==> src/rtl/j1x_core.sv <==
// j1x_core: parametrised J1-family stack CPU core.
//
// Purpose:
//   Executes J1 instructions fetched from a synchronous-read code RAM.
//   The core adds an interrupt request/acknowledge handshake gated by a
//   software enable bit, sticky overflow/underflow flags for both stacks,
//   and an extended ALU space selected by insn[12]=1 on ALU instructions.
//
// Parameters:
//   WIDTH   data path / stack cell width (must exceed AW)
//   AW      code address width; pc[AW-1]=1 marks a data-fetch cycle
//   DDEPTH  data stack depth (power of 2, >= 4)
//   RDEPTH  return stack depth (power of 2, >= 4)
//   VEC     interrupt vector (code word address)
//
// Ports:
//   clk        clock, all state on posedge
//   reset      synchronous, active-high
//   code_addr  next pc, to the synchronous-read code RAM
//   insn       code RAM data, valid one cycle after code_addr
//   mem_addr   data memory / IO address (T)
//   dout       data memory / IO write data (N)
//   mem_wr     data memory write strobe
//   io_wr      IO write strobe
//   io_rd      IO read strobe
//   io_din     IO read data, sampled in the io_rd cycle
//   irq_req    level interrupt request
//   irq_ack    one-cycle pulse in the cycle the interrupt is taken
//   dstk_err   sticky {overflow, underflow} of the data stack
//   rstk_err   sticky {overflow, underflow} of the return stack
//
// Configuration:
//   J1X_MUL_EN  when defined, extended op 0 computes T <= T*N (low WIDTH
//               bits) in one cycle; otherwise extended op 0 leaves T alone.

module j1x_core #(
    parameter int unsigned   WIDTH  = 16,
    parameter int unsigned   AW     = 13,
    parameter int unsigned   DDEPTH = 16,
    parameter int unsigned   RDEPTH = 16,
    parameter logic [AW-1:0] VEC    = 13'h1FFE
) (
    input  logic             clk,
    input  logic             reset,
    output logic [AW-1:0]    code_addr,
    input  logic [15:0]      insn,
    output logic [WIDTH-1:0] mem_addr,
    output logic [WIDTH-1:0] dout,
    output logic             mem_wr,
    output logic             io_wr,
    output logic             io_rd,
    input  logic [WIDTH-1:0] io_din,
    input  logic             irq_req,
    output logic             irq_ack,
    output logic [1:0]       dstk_err,
    output logic [1:0]       rstk_err
);

    localparam int unsigned DW = $clog2(DDEPTH);
    localparam int unsigned RW = $clog2(RDEPTH);

    typedef enum logic [3:0] {
        A_T     = 4'h0,
        A_N     = 4'h1,
        A_ADD   = 4'h2,
        A_AND   = 4'h3,
        A_OR    = 4'h4,
        A_XOR   = 4'h5,
        A_INV   = 4'h6,
        A_EQ    = 4'h7,
        A_LT    = 4'h8,
        A_SRA   = 4'h9,
        A_SHL   = 4'hA,
        A_R     = 4'hB,
        A_SUB   = 4'hC,
        A_IO    = 4'hD,
        A_DEPTH = 4'hE,
        A_ULT   = 4'hF
    } alu_op_e;

    typedef enum logic [3:0] {
        X_MUL  = 4'h0,
        X_EINT = 4'h1,
        X_DINT = 4'h2
    } ext_op_e;

    typedef enum logic [2:0] {
        F_NONE = 3'd0,
        F_TN   = 3'd1,
        F_TR   = 3'd2,
        F_MEMW = 3'd3,
        F_IOW  = 3'd4,
        F_IOR  = 3'd5
    } field_e;

    // architectural state
    logic             booted;
    logic [AW-1:0]    pc;
    logic [WIDTH-1:0] st0;
    logic [DW-1:0]    dsp;
    logic [RW-1:0]    rsp;
    logic             ie;
    logic [1:0]       derr;
    logic [1:0]       rerr;

    logic [WIDTH-1:0] dstack [DDEPTH];
    logic [WIDTH-1:0] rstack [RDEPTH];

    // decode results
    logic [WIDTH-1:0] st1;
    logic [WIDTH-1:0] rst0;
    logic [WIDTH-1:0] st0_n;
    logic [AW-1:0]    pc_n;
    logic [AW-1:0]    pc_plus;
    logic [AW-1:0]    target;
    logic [1:0]       dsp_d;
    logic [1:0]       rsp_d;
    logic [DW-1:0]    dsp_n;
    logic [RW-1:0]    rsp_n;
    logic             dstk_w;
    logic             rstk_w;
    logic [WIDTH-1:0] rstk_d;
    logic             ie_n;
    logic             mem_wr_c;
    logic             io_wr_c;
    logic             io_rd_c;
    logic             run;
    logic             take;
    logic [WIDTH:0]   minus;
    logic             signed_lt;
    logic             d_ovf;
    logic             d_unf;
    logic             r_ovf;
    logic             r_unf;
    alu_op_e          aop;

    assign run     = booted & ~reset;
    assign take    = run & ie & irq_req & ~pc[AW-1];
    assign st1     = dstack[dsp];
    assign rst0    = rstack[rsp];
    assign pc_plus = pc + AW'(1);
    assign target  = AW'(insn[12:0]);
    assign aop     = alu_op_e'(insn[11:8]);

    // minus = N - T with a borrow bit; bit WIDTH set means N < T unsigned
    assign minus     = {1'b0, st1} - {1'b0, st0};
    assign signed_lt = (st0[WIDTH-1] ^ st1[WIDTH-1]) ? st1[WIDTH-1] : minus[WIDTH];

    always_comb begin
        st0_n    = st0;
        pc_n     = pc_plus;
        dsp_d    = 2'b00;
        rsp_d    = 2'b00;
        dstk_w   = 1'b0;
        rstk_w   = 1'b0;
        rstk_d   = st0;
        ie_n     = ie;
        mem_wr_c = 1'b0;
        io_wr_c  = 1'b0;
        io_rd_c  = 1'b0;

        if (take) begin
            // fetched insn is dropped and re-fetched after return
            rstk_w = 1'b1;
            rsp_d  = 2'b01;
            rstk_d = WIDTH'({pc, 1'b0});
            pc_n   = VEC;
            ie_n   = 1'b0;
        end else if (pc[AW-1]) begin
            // data fetch: push the code word, return to caller
            st0_n  = WIDTH'(insn);
            dstk_w = 1'b1;
            dsp_d  = 2'b01;
            rsp_d  = 2'b11;
            pc_n   = rst0[AW:1];
        end else begin
            casez (insn[15:13])
                3'b1??: begin
                    st0_n  = WIDTH'(insn[14:0]);
                    dstk_w = 1'b1;
                    dsp_d  = 2'b01;
                end
                3'b000: pc_n = target;
                3'b001: begin
                    st0_n = st1;
                    dsp_d = 2'b11;
                    if (st0 == '0) pc_n = target;
                end
                3'b010: begin
                    rstk_w = 1'b1;
                    rsp_d  = 2'b01;
                    rstk_d = WIDTH'({pc_plus, 1'b0});
                    pc_n   = target;
                end
                default: begin
                    if (insn[12]) begin
`ifdef J1X_MUL_EN
                        if (insn[11:8] == X_MUL) st0_n = st0 * st1;
`endif
                        if (insn[11:8] == X_EINT) ie_n = 1'b1;
                        if (insn[11:8] == X_DINT) ie_n = 1'b0;
                    end else begin
                        case (aop)
                            A_T:     st0_n = st0;
                            A_N:     st0_n = st1;
                            A_ADD:   st0_n = st0 + st1;
                            A_AND:   st0_n = st0 & st1;
                            A_OR:    st0_n = st0 | st1;
                            A_XOR:   st0_n = st0 ^ st1;
                            A_INV:   st0_n = ~st0;
                            A_EQ:    st0_n = {WIDTH{minus[WIDTH-1:0] == '0}};
                            A_LT:    st0_n = {WIDTH{signed_lt}};
                            A_SRA:   st0_n = {st0[WIDTH-1], st0[WIDTH-1:1]};
                            A_SHL:   st0_n = {st0[WIDTH-2:0], 1'b0};
                            A_R:     st0_n = rst0;
                            A_SUB:   st0_n = minus[WIDTH-1:0];
                            A_IO:    st0_n = io_din;
                            A_DEPTH: st0_n = WIDTH'(dsp);
                            A_ULT:   st0_n = {WIDTH{minus[WIDTH]}};
                            default: st0_n = st0;
                        endcase
                    end
                    dstk_w   = (insn[6:4] == F_TN);
                    rstk_w   = (insn[6:4] == F_TR);
                    mem_wr_c = (insn[6:4] == F_MEMW);
                    io_wr_c  = (insn[6:4] == F_IOW);
                    io_rd_c  = (insn[6:4] == F_IOR);
                    dsp_d    = insn[1:0];
                    rsp_d    = insn[3:2];
                    if (insn[7]) pc_n = rst0[AW:1];
                end
            endcase
        end
    end

    assign dsp_n = dsp + DW'($signed(dsp_d));
    assign rsp_n = rsp + RW'($signed(rsp_d));

    assign d_ovf = (dsp_d == 2'b01) && (dsp == '1);
    assign d_unf = dsp_d[1] && ((dsp_d == 2'b11) ? (dsp == '0) : (dsp <= DW'(1)));
    assign r_ovf = (rsp_d == 2'b01) && (rsp == '1);
    assign r_unf = rsp_d[1] && ((rsp_d == 2'b11) ? (rsp == '0) : (rsp <= RW'(1)));

    // strobes are gated combinationally so reset silences them immediately
    assign code_addr = run ? pc_n : '0;
    assign mem_wr    = run & mem_wr_c;
    assign io_wr     = run & io_wr_c;
    assign io_rd     = run & io_rd_c;
    assign irq_ack   = take;
    assign mem_addr  = st0;
    assign dout      = st1;
    assign dstk_err  = derr;
    assign rstk_err  = rerr;

    always_ff @(posedge clk) begin
        if (reset) begin
            booted <= 1'b0;
            pc     <= '0;
            st0    <= '0;
            dsp    <= '0;
            rsp    <= '0;
            ie     <= 1'b0;
            derr   <= '0;
            rerr   <= '0;
        end else begin
            booted <= 1'b1;
            pc     <= code_addr;
            if (booted) begin
                st0  <= st0_n;
                dsp  <= dsp_n;
                rsp  <= rsp_n;
                ie   <= ie_n;
                derr <= derr | {d_ovf, d_unf};
                rerr <= rerr | {r_ovf, r_unf};
            end
        end
    end

    // a push combined with T->N is a single write of T at the new slot
    always_ff @(posedge clk) begin
        if (run && dstk_w) dstack[dsp_n] <= st0;
        if (run && rstk_w) rstack[rsp_n] <= rstk_d;
    end

endmodule

==> config.mk <==
export PLATFORM = sky130hd
export DESIGN_NAME = j1x_core
export DESIGN_NICKNAME = d
export VERILOG_FILES = /design/src/rtl/j1x_core.sv
export SDC_FILE = /design/constraint.sdc
export NUM_CORES = 1
export LEC_CHECK = 0
export BUFFER_PORTS_ARGS = -buffer_cell sky130_fd_sc_hd__buf_2
export CAP_MARGIN = 20
export CELL_PAD_IN_SITES_DETAIL_PLACEMENT = 0
export CELL_PAD_IN_SITES_GLOBAL_PLACEMENT = 1
export CORE_MARGIN = 3
export CORE_UTILIZATION = 45
export CTS_BUF_LIST = sky130_fd_sc_hd__clkbuf_16
export DETAILED_ROUTE_END_ITERATION = 10
export PLACE_DENSITY_LB_ADDON = 0.1
export SKIP_LAST_GASP = 1
export SLEW_MARGIN = 20
export SYNTH_ARGS = -nofsm -noshare
export SYNTH_HDL_FRONTEND = slang
export SYNTH_SLANG_ARGS = --single-unit
==> constraint.sdc <==
create_clock -name clk -period 5.04 [get_ports clk]
set_clock_uncertainty 0.1 [all_clocks]
set_input_delay 1.008 -clock clk [delete_from_list [all_inputs] [get_ports clk]]
set_output_delay 1.008 -clock clk [all_outputs]
set_load 0.05 [all_outputs]
==> flow_metrics.tcl <==
set metrics [dict create \
    outcome "finished, final reports clean" \
    routed_via_density 6.19 \
    cellInternalPower_mw 8.65 \
    wl_per_cell_um 29.6 \
    clk_pin_slew_worst_paths_ns 0.07 \
    dpl.cell_count 2628 \
    global_route.usage.total 0.270 \
    crit_path_cell_trace "buf_12 > mux4_2 > mux4_2 > buf_4 > ha_1 > o21bai_1 > a21o_1 > mux2i_1 > a2111o_1 > a2111oi_2 > o2111ai_1 > o31a_1 > buf_12 > a221o_1 > a21oi_1" \
    place.gp.congestion 0.924 \
    worst-slew-pin-transition_ns 1.11 \
    tritoncts "yes" \
    post-place-ws_ns 0.225 \
    cpMaxStageDelayCell "mux4_2" \
    syn-instance-count 1717 \
    worst-path-max-fanout 16 \
    synthesis.nets 1811 \
    finalSetupTns_ns 0 \
    instances_no_fill 2741 \
    post_synth_edffs 512 \
    async_reset_ff_frac 0 \
    root_buffer "clkbuf_16" \
    p_leak_nw 10.5 \
    synth.ff_latch_count 563 \
    final_net_count 2029 \
    rsz0062_at_grt "true" \
    required_ns 5.49 \
    setup_viol 0 \
    hold_class "register to register" \
    power.net_switching_mw 3.41 \
    first_pass_grt_wire_length_um 118000 \
    netSwitchingFraction 0.283 \
    critical_path.startpoint_type "register" \
    layout_utilization 0.540 \
    worstSkewPairLatency_ns 0.62 \
    number_of_cells_on_the_worst_reg_to_reg_path 15 \
    worst_hold_path.num_cells 2 \
    wl_um 81100 \
    port-buffer-count 87 \
    numCtsBuffers 58 \
    fp-row-count 87 \
    cts_buffer_depth 3 \
    post-route-drc-count 0 \
    cts.sink_count 563 \
    ys_dominant_reg_cell "edfxtp_1" \
    count_of_yosys_warnings_during_synthesis 0 \
    gr-total-overflow 0 \
    cts-htree-levels 2 \
    post-route-worst-setup-slack_ns 0.217 \
    crit_share_post_route 0.957 \
    synth.distinct_cells 74 \
    maxClockFrequency_mhz 207 \
    holdWs_ns 0.402 \
    power.share.sequential 0.438 \
    postCtsHoldBufs 0 \
    slew_headroom 0.256 \
    timing.critical_path.depth 15 \
    start_util 0.458 \
    worst-endpoint-arrival_ns 5.27 \
    synth_seq_area_share 0.631 \
    leading_cell_types_in_the_layout_fill_and_taps_excluded "512 x edfxtp_1, 156 x mux4_2, 156 x buf_4" \
    vert_die_dim_um 246 \
    area_growth_syn_to_layout_pct 17.8 \
    vias 17000 \
    syn-mean-instance-area_um2 15.1 \
    cp_top_family "compound AO/OA/AOI/OAI gates" \
    endpoint_kind "register" \
    maximum_number_of_pins_on_one_net_before_global_route_repair 38 \
    maxSlewViolCount 0 \
    chipWidth_um 246 \
    hpwl_um 56800 \
    crit_path_max_incr_delay_ns 0.54 \
    drt-pass1-iter-count 6 \
    standard_cell_core_area_um2 56700 \
    post_synth_instance_area_um2 26000 \
    final_layout_size_suffix_gt1_frac 0.284 \
    final-hold-violation-count 0 \
    power_per_cell_area_nw_per_um2 394 \
    share_clk_of_total_power 0.365 \
    number_of_global_route_vias_before_repair 16800 \
    layout.cells.most_common "edfxtp_1" \
    initial_antenna_violation_count 2 \
    max_cap_violations 0 \
    postRouteAntennaNets 0 \
    power_frac_comb 0.197 \
    dr.first_iter.drc_count 1938 \
    floorplan.io_pins 88 \
    crit_buf_inv 3 \
    crit_type "register to register" \
    fp.dieArea_um2 60700 \
    vdd_drop_max_mv 0.302 \
    final_critical_delay_including_setup_and_external_delays_ns 4.82 \
]
-- sequential cells by signal (all words and copies together), names as in the netlist, named ones only --
| signal | count |
|---|---|
| dstack | 256 |
| rstack | 256 |
| mem_addr | 16 |
| pc | 13 |
| dsp | 4 |
| rsp | 4 |
| dstk_err | 2 |
| rstk_err | 2 |
| booted | 1 |
| ie | 1 |
-- through the flow --
stage | area (µm²) | total power [mW]
2_1_floorplan | 26000 | 6.81
3_3_place_gp | 28600 | 7.71
3_5_place_dp | 28600 | 7.71
4_1_cts | 30600 | 12.1
5_1_grt | 30600 | 12.5
6_report | 30600 | 12.1
-- final timing paths --
| path | from | endpoint | slack, ns |
|---|---|---|---|
| worst max register to register | register | mem_addr[6] | 0.22 |
| worst min register to register | dstk_err[0] | dstk_err[0] | 0.40 |
| worst min-delay path | dstk_err[0] | dstk_err[0] | 0.40 |
| worst max-delay path | register | mem_addr[6] | 0.22 |
-- worst min-delay path, stage by stage (launching register included) --
cell	delay (ns)
dfxtp_1	0.34
a31oi_1	0.05
nor2_1	0.07
-- cell type report --
type | count | area [µm²]
multi-input cells | 991 | 9060
well taps | 756 | 946
flip-flops and latches | 563 | 16400
repair buffers | 262 | 1990
fillers | 4598 | 26100
clock buffers | 58 | 1450
clock inverters | 51 | 523
diodes | 1 | 2.50
inverters | 59 | 221
-- cells in the mapped netlist, types with 33 or more instances --
master	n	area, µm²
inv_1	59	221
a21oi_1	70	350
ha_1	55	688
nand2_1	82	308
a221oi_1	33	289
nor2_1	143	537
nor3_1	34	170
o21ai_0	65	325
dfxtp_1	51	1020
mux4_2	156	3510
edfxtp_1	512	15400
clkbuf_1	76	285
-- power by group through the flow --
stage / clock (mW) / combinational (mW) / sequential [mW]
6_report: 4.40 / 2.37 / 5.28
4_1_cts: 4.51 / 2.34 / 5.28
3_3_place_gp: 0 / 2.33 / 5.38
3_5_place_dp: 0 / 2.33 / 5.38
2_1_floorplan: 0 / 1.38 / 5.43
5_1_grt: 4.68 / 2.52 / 5.29
-- repair_timing --
| item | CTS | global route |
|---|---|---|
| buffers inserted | 0 | 3 |
| resized for setup | 0 | 3 |
| endpoints found under the setup margin | 0 | 2 |
-- kinds of logic (layout without fill, tap and decap cells) --
logic type | Yosys count | in the layout | share of synthesized area
fa+ha+maj | 59 | 59 | 0.0296
mux | 171 | 171 | 0.141
xor+xnor | 26 | 26 | 0.00876
buf+inv | 163 | 430 | 0.0249
other cells | 0 | 1 | 0
compound gates | 356 | 356 | 0.0964
simple gates | 379 | 379 | 0.0684
flops | 563 | 563 | 0.631
-- layer usage --
metal,GRT usage,share of wire,up-vias
li1,-,-,7346
met5,0.0139,0.0014,-
met1,0.383,0.43,8753
met3,0.0402,0.067,145
met4,0.0855,0.035,2
met2,0.431,0.47,721
Power figures use the tool's default switching activity.
